### src/rtl/decode_pkg.sv
// Shared constants and helpers for the decode stage and its register file.
package decode_pkg;

  localparam int unsigned XLEN     = 32;
  localparam int unsigned NUM_REGS = 32;
  localparam int unsigned REG_AW   = 5;
  localparam int unsigned OP_W     = 7;

  localparam logic [OP_W-1:0] OP_LDB = 7'h10;
  localparam logic [OP_W-1:0] OP_LDW = 7'h11;

  // Instruction field positions
  localparam int unsigned OPCODE_MSB = 31;
  localparam int unsigned OPCODE_LSB = 25;
  localparam int unsigned RD_MSB     = 24;
  localparam int unsigned RD_LSB     = 20;
  localparam int unsigned RS1_MSB    = 19;
  localparam int unsigned RS1_LSB    = 15;
  localparam int unsigned RS2_MSB    = 14;
  localparam int unsigned RS2_LSB    = 10;
  localparam int unsigned IMM_MSB    = 14;

  typedef struct packed {
    logic [OP_W-1:0]   opcode;
    logic [REG_AW-1:0] rd;
    logic [XLEN-1:0]   rs1_data;
    logic [XLEN-1:0]   rs2_data;
    logic [XLEN-1:0]   imm;
    logic [XLEN-1:0]   pc;
    logic              valid;
  } dec_out_t;

  function automatic logic is_load(input logic [OP_W-1:0] op);
    return (op == OP_LDB) || (op == OP_LDW);
  endfunction

  function automatic logic [XLEN-1:0] sext_imm(input logic [IMM_MSB:0] imm);
    return {{(XLEN-IMM_MSB-1){imm[IMM_MSB]}}, imm};
  endfunction

endpackage

### src/rtl/regfile.sv
// 32x32 register file: two combinational read ports, one write port, r0 hardwired to zero.
// Define DECODE_WB_BYPASS_EN to forward same-cycle write data to the read ports.
module regfile
  import decode_pkg::*;
(
  input  logic              clk,
  input  logic              reset,
  input  logic              we,
  input  logic [REG_AW-1:0] waddr,
  input  logic [XLEN-1:0]   wdata,
  input  logic [REG_AW-1:0] raddr1,
  input  logic [REG_AW-1:0] raddr2,
  output logic [XLEN-1:0]   rdata1,
  output logic [XLEN-1:0]   rdata2
);

  logic [XLEN-1:0] regs_q [NUM_REGS];

  always_ff @(posedge clk or posedge reset) begin
    if (reset) begin
      for (int i = 0; i < NUM_REGS; i++) regs_q[i] <= '0;
    end else if (we && (waddr != '0)) begin
      regs_q[waddr] <= wdata;
    end
  end

  function automatic logic [XLEN-1:0] read_port(input logic [REG_AW-1:0] addr);
    if (addr == '0) return '0;
`ifdef DECODE_WB_BYPASS_EN
    if (we && (waddr == addr)) return wdata;
`endif
    return regs_q[addr];
  endfunction

  always_comb begin
    rdata1 = read_port(raddr1);
    rdata2 = read_port(raddr2);
  end

endmodule

### src/rtl/decode_stage.sv
// Decode stage: field extraction, register read, load-use hazard bubble, stall/flush control.
// Define DECODE_WB_BYPASS_EN to forward same-cycle write-back data into the register reads.
module decode_stage
  import decode_pkg::*;
(
  input  logic              clk,
  input  logic              reset,
  input  logic [XLEN-1:0]   instruction,
  input  logic [XLEN-1:0]   next_PC,
  input  logic              fetch_valid,
  input  logic              flush,
  input  logic              stall_in,
  input  logic              wb_enable,
  input  logic [REG_AW-1:0] wb_addr,
  input  logic [XLEN-1:0]   wb_data,
  output logic [OP_W-1:0]   opcode_out,
  output logic [REG_AW-1:0] rd_out,
  output logic [XLEN-1:0]   rs1_data,
  output logic [XLEN-1:0]   rs2_data,
  output logic [XLEN-1:0]   imm_out,
  output logic [XLEN-1:0]   PC_out,
  output logic              valid_out,
  output logic              stall_out
);

  dec_out_t          out_d, out_q;
  logic [REG_AW-1:0] rs1_addr, rs2_addr;
  logic [XLEN-1:0]   rf_rdata1, rf_rdata2;
  logic              hazard;

  assign rs1_addr = instruction[RS1_MSB:RS1_LSB];
  assign rs2_addr = instruction[RS2_MSB:RS2_LSB];

  regfile u_regfile (
    .clk    (clk),
    .reset  (reset),
    .we     (wb_enable),
    .waddr  (wb_addr),
    .wdata  (wb_data),
    .raddr1 (rs1_addr),
    .raddr2 (rs2_addr),
    .rdata1 (rf_rdata1),
    .rdata2 (rf_rdata2)
  );

  // Compares against the registered (possibly held) load, so it persists through stall_in.
  always_comb begin
    hazard = out_q.valid && is_load(out_q.opcode) && (out_q.rd != '0) && fetch_valid &&
             ((out_q.rd == rs1_addr) || (out_q.rd == rs2_addr));
    stall_out = stall_in | hazard;
  end

  always_comb begin
    out_d = out_q;
    if (flush) begin
      out_d.valid = 1'b0;
    end else if (stall_in) begin
      out_d = out_q;
    end else if (hazard || !fetch_valid) begin
      out_d.valid = 1'b0;
    end else begin
      out_d.opcode   = instruction[OPCODE_MSB:OPCODE_LSB];
      out_d.rd       = instruction[RD_MSB:RD_LSB];
      out_d.rs1_data = rf_rdata1;
      out_d.rs2_data = rf_rdata2;
      out_d.imm      = sext_imm(instruction[IMM_MSB:0]);
      out_d.pc       = next_PC;
      out_d.valid    = 1'b1;
    end
  end

  always_ff @(posedge clk or posedge reset) begin
    if (reset) begin
      out_q <= '0;
    end else begin
      out_q <= out_d;
    end
  end

  assign opcode_out = out_q.opcode;
  assign rd_out     = out_q.rd;
  assign rs1_data   = out_q.rs1_data;
  assign rs2_data   = out_q.rs2_data;
  assign imm_out    = out_q.imm;
  assign PC_out     = out_q.pc;
  assign valid_out  = out_q.valid;

endmodule

### config.mk
export PLATFORM = sky130hd
export DESIGN_NAME = decode_stage
export DESIGN_NICKNAME = d
export VERILOG_FILES = /design/src/rtl/decode_pkg.sv /design/src/rtl/regfile.sv /design/src/rtl/decode_stage.sv
export SDC_FILE = /design/constraint.sdc
export NUM_CORES = 2
export LEC_CHECK = 0
export ABC_AREA = 1
export BUFFER_PORTS_ARGS = -buffer_cell sky130_fd_sc_hd__buf_2
export CORE_MARGIN = 2
export CORE_UTILIZATION = 38
export CTS_BUF_LIST = sky130_fd_sc_hd__clkbuf_8
export CTS_CLUSTER_SIZE = 8
export DETAILED_ROUTE_END_ITERATION = 8
export MAX_ROUTING_LAYER = met4
export SYNTH_ARGS = -nofsm -noshare
export SYNTH_HDL_FRONTEND = slang
export SYNTH_HIERARCHICAL = 1
export SYNTH_SLANG_ARGS = --single-unit
### constraint.sdc
create_clock -name clk -period 40.5 [get_ports clk]
set_clock_uncertainty 0.1 [all_clocks]
set_input_delay 4.05 -clock clk [delete_from_list [all_inputs] [get_ports clk]]
set_output_delay 4.05 -clock clk [all_outputs]
set_load 0.005 [all_outputs]
# Word level (Yosys, flattened, before mapping)
# Index checks and enable logic that the tools add are counted.
word_totals:
  memories: 0
  input_bits: 107
  output_inout_bits: 142
  regBits: 1148
  mem_bits_ro: 0
  latch_bits: 0
  wordCells: 88
  ramBits: 0
op_classes:
  n_addsub: 0
  shift: 0
  n_div: 0
  reduce_logical: 15
  bitwise_logic: 7
  magnitude_cmp: 4
  n_mux: 18
  eq_ne: 5
  multipliers: 0
op_table:
  columns: ["op", "count"]
  rows:
  - ["1024-bit bitwise mux", 1]
  - ["32-bit binary-select mux with 5-bit select", 2]
  - ["32-bit two-way mux", 9]
  - ["32-bit demux with 5-bit select", 1]
  - ["6-bit greater-or-equal comparator, second input constant", 3]
  - ["5-bit NOT with 6-bit output", 3]
  - ["7-bit by 5-bit equality test with 1-bit output, second input constant", 2]
  - ["5-bit equality test", 2]
  - ["5-bit logical NOT", 2]
  - ["5-bit nonzero test", 2]
  - ["1-bit logical AND", 6]
  - ["6-bit by 1-bit less-than comparator with 1-bit output, second input constant", 1]
  - ["1-bit two-way mux", 5]
  - ["1-bit logical OR", 3]
  - ["1-bit NOT", 3]
  - ["3-bit AND reduction", 1]
  - ["2-bit != test, second input constant", 1]
  - ["1-bit logical NOT", 1]
  - ["1-bit OR", 1]

# Logic depth before layout (Yosys ltp)
logic_depth:
  depth_word: 10
  ltp_mapped: 15
  depth_no_buf: 11

# Cells and area by module
# The synthesis kept the hierarchy.
by_module_without_submodules:
  columns: ["module", "cells_each", "area_per_inst_um2", "n_inst", "seq_area_each_um2"]
  rows:
  - ["regfile", 8297, 56336.5, 1, 25624.6]
  - ["decode_stage", 612, 5251.3, 1, 3103.0]

# Worst setup path after synthesis
# Ideal clock, no wire load.
synth_timing:
  kind: "input to output"
  start: "input instruction[15]"
  end: "output stall_out"
  slack_ns: 31.529
  n_path_buf: 1
  arrival_time_ns: 4.821
  required_time_ns: 36.350
  stages: 9
  path_cell_list: "nand2_1 -> inv_1 -> nor2_1 -> nor2_1 -> nand3_1 -> nand2_1 -> nand2_2 -> clkbuf_1 -> nand2_1"
synth_via:
  elab_chain_len: 4
synth_lines:
  columns: ["item", "line", "rtl"]
  rows:
  - ["start, declared", "decode_stage.sv:8", "input logic [XLEN-1:0] instruction,"]
  - ["5-bit equality test", "decode_stage.sv:49", "((out_q.rd == rs1_addr) || (out_q.rd == rs2_addr));"]
  - ["1-bit logical OR", "decode_stage.sv:49", null]
  - ["1-bit logical AND", "decode_stage.sv:48", "hazard = out_q.valid && is_load(out_q.opcode) && (out_q.rd != '0) && fetch_valid &&"]
  - ["1-bit OR", "decode_stage.sv:50", "stall_out = stall_in | hazard;"]
  - ["end, declared", "decode_stage.sv:23", "output logic stall_out"]
# Every way passes these cells.

# Worst setup path after layout
layout_timing:
  start: "input instruction[19]"
  end: "output stall_out"
# Same word-level chain as after synthesis.

==> out/metrics.csv <==
metric,value,unit
vdd_drop_max,0.0262,mV
die-area,165000,sq um
dr.pass1.iters,7,
maxCapViolCount,0,
finalSetupViolCount,0,
cp_common_cell,nand2_1,
setup_tns,0,ps
crit_type,primary input to output pin,
worst_slack,30290,ps
avgSynthCellArea,6.91,sq um
sequentialPowerShare,0.465,
final_common_cell,nand2_1,
grt_overflow,0,
p_int,2.20,mW
hold_class,flop to flop,
yosysWarnings,6,
routedWlPerCell,23.2,um
sw_frac_of_total,0.335,
cpPeakStageDelay,710,ps
die_w,407,um
cp-startpoint,instruction[19],
fin_nets,8745,
syn_area,61600,sq um
start_util,0.383,
timing.hold.worst.start,u_regfile/regs_q[1006]$_DFFE_PP0P_,
worst_slew_pin_slew,1280,ps
multiInputGateArea,29500,sq um
syn_to_final_growth,9.89,%
place_worst_setup_slack,30330,ps
slew_headroom,0.145,
cts_max_path_buffers,3,
ant_nets,0,
insertion_delay,990,ps
clock_sinks,1148,
critical_path.slowest_cell,buf_4,
synthCells,8909,
seqCellArea,28700,sq um
synth-simple-area-share,0.374,
path_max_fanout,44,
p_per_area,48.9,nW/um^2
synth_compound_area_frac,0.0999,
final_util,0.421,
port_buffers,248,
cts_tree,built,
synth_seq_cells,1148,
core_region_area,161000,sq um
die_y,407,um
critPathRequiredTime,36350,ps
status,"finished, final reports clean",
numCtsBuffers,199,
grt_pass1_wl,379000,um
cts_hold_buf,0,
path_cells,buf_2 -> buf_4 -> inv_1 -> nand2_1 -> nand2_1 -> nor2_1 -> nand3_1 -> nand2_1 -> nand2_8 -> nand2_1 -> buf_2,
grt.total_usage,0.312,
postCtsResizedCells,0,
end_kind,output pin,
dp_hpwl,127000,um
post-route-min-period,10210,ps
place.gp.congestion,0.849,
synth_top_family_by_area,simple AND/OR/NAND/NOR gates,
grt_pass1_vias,58200,
p_total,3.31,mW
synth.yosys.seq_area_share,0.466,
num-fill-cells,16700,
grt_antenna_before_repair,8,
cellLeakagePower,32.9,nW
drc_errors,0,
vias_per_cell,5.69,
r2r_setup_slack,37420,ps
cts_root_buf,clkbuf_8,
ios,249,
crit_arrival,6060,ps
synth_adder_area_share,0,
slew_viol_final,0,
finalHoldViolations,0,
fmax,97.9,MHz
power.switching,1.11,mW
num_vias,62300,
mostFrequentLayoutCells,"nand2_1 (3612), nand3_1 (1512), dfrtp_1 (1148)",
synth.mux.area_fraction,0,
postCtsSetupBuffers,0,
grt_max_degree,165,
synthesis.nets,9016,
synthXorXnorAreaFrac,0.000284,
path_clk_slew,60,ps
drive_gt1_frac,0.0800,
wl,255000,um
htreeDepth,4,
crit_path_start_kind,primary input,
synth_cell_types,22,
r2r-start,rd_out[4]$_DFFE_PP0P_,
dr.first_iter.drc_count,8902,
num_rows,147,
period_share,0.252,
p_clk_frac,0.343,
rsz0062_at_grt,no,
comb_power_share,0.193,
## synthesized netlist by cell type, drive strengths merged
cell    count  area (sq um)
clkbuf    653          2450
nand4       1          6.26
clkinv      2          7.51
o21ai     963          4820
nor2      448          1690
buf       163           845
nor4        1          21.3
nor3       10          50.1
nand3    1514          7580
nor3b       1          7.51
xnor2       2          17.5
a21oi     266          1330
dfrtp    1148         28700
nand2    3640         13700
inv        97           364
## critical path: cells and delay by family
family / cells / cell delay, ps
buf+inv: 4 / 990
simple gates: 7 / 980
## routing by layer
layer | track usage | wire length [um] | up-vias
met5 | - | 0 | -
met4 | 0.141 | 12600 | 0
met3 | 0.0621 | 27100 | 673
met2 | 0.454 | 109000 | 3565
met1 | 0.419 | 106000 | 29800
li1 | - | - | 28300
## sequential cells by signal (all words and copies together) (netlist names)
signal            flops
PC_out               32
rd_out                5
valid_out             1
opcode_out            7
imm_out              15
u_regfile/regs_q   1024
rs2_data             32
rs1_data             32
## power groups by stage
stage | sequential, mW | combinational (mW) | clock (mW)
final | 1.54 | 0.637 | 1.13
after global routing | 1.56 | 0.728 | 1.20
after CTS | 1.53 | 0.631 | 1.15
after detailed placement | 1.55 | 0.631 | 0
after global placement | 1.54 | 0.616 | 0
after floorplan | 1.51 | 0.457 | 0
## path summary, 6_finish.rpt
kind                                                            to  depth (start not counted)
max in group asynchronous        u_regfile/regs_q[489]$_DFFE_PP0P_                          5
min in group asynchronous        u_regfile/regs_q[835]$_DFFE_PP0P_                          2
worst max register to register            rs2_data[29]$_DFFE_PP0P_                         10
worst min-delay path            u_regfile/regs_q[1006]$_DFFE_PP0P_                          0
worst min register to register  u_regfile/regs_q[1006]$_DFFE_PP0P_                          0
worst max-delay path                                     stall_out                         11
## kinds of logic after synthesis
kind of cell	after synthesis
AND/OR/NAND/NOR	5615
AO/OA/AOI/OAI	1229
flip-flops	1148
buffers and inverters	915
XOR/XNOR	2
## area by class of cell
type | count | share of cell area
Antenna cell | 4 | 0.000148
Clock buffer | 262 | 0.0533
Clock inverter | 99 | 0.00911
Inverter | 99 | 0.00643
Multi-Input combinational cell | 6846 | 0.435
Sequential cell | 1148 | 0.424
Tap cell | 2160 | 0.0399
Timing Repair Buffer | 344 | 0.0313
## stage by stage
step | std cells | hold slack (ps) | cell area, sq um
finish | 11000 | 302 | 67700
global route | 11000 | 317 | 67700
CTS | 11000 | 305 | 67700
detailed placement | 10600 | 290 | 63400
global placement | 10600 | 286 | 63400
floorplan | 8909 | 351 | 61600
Power figures use the tool's default switching activity.
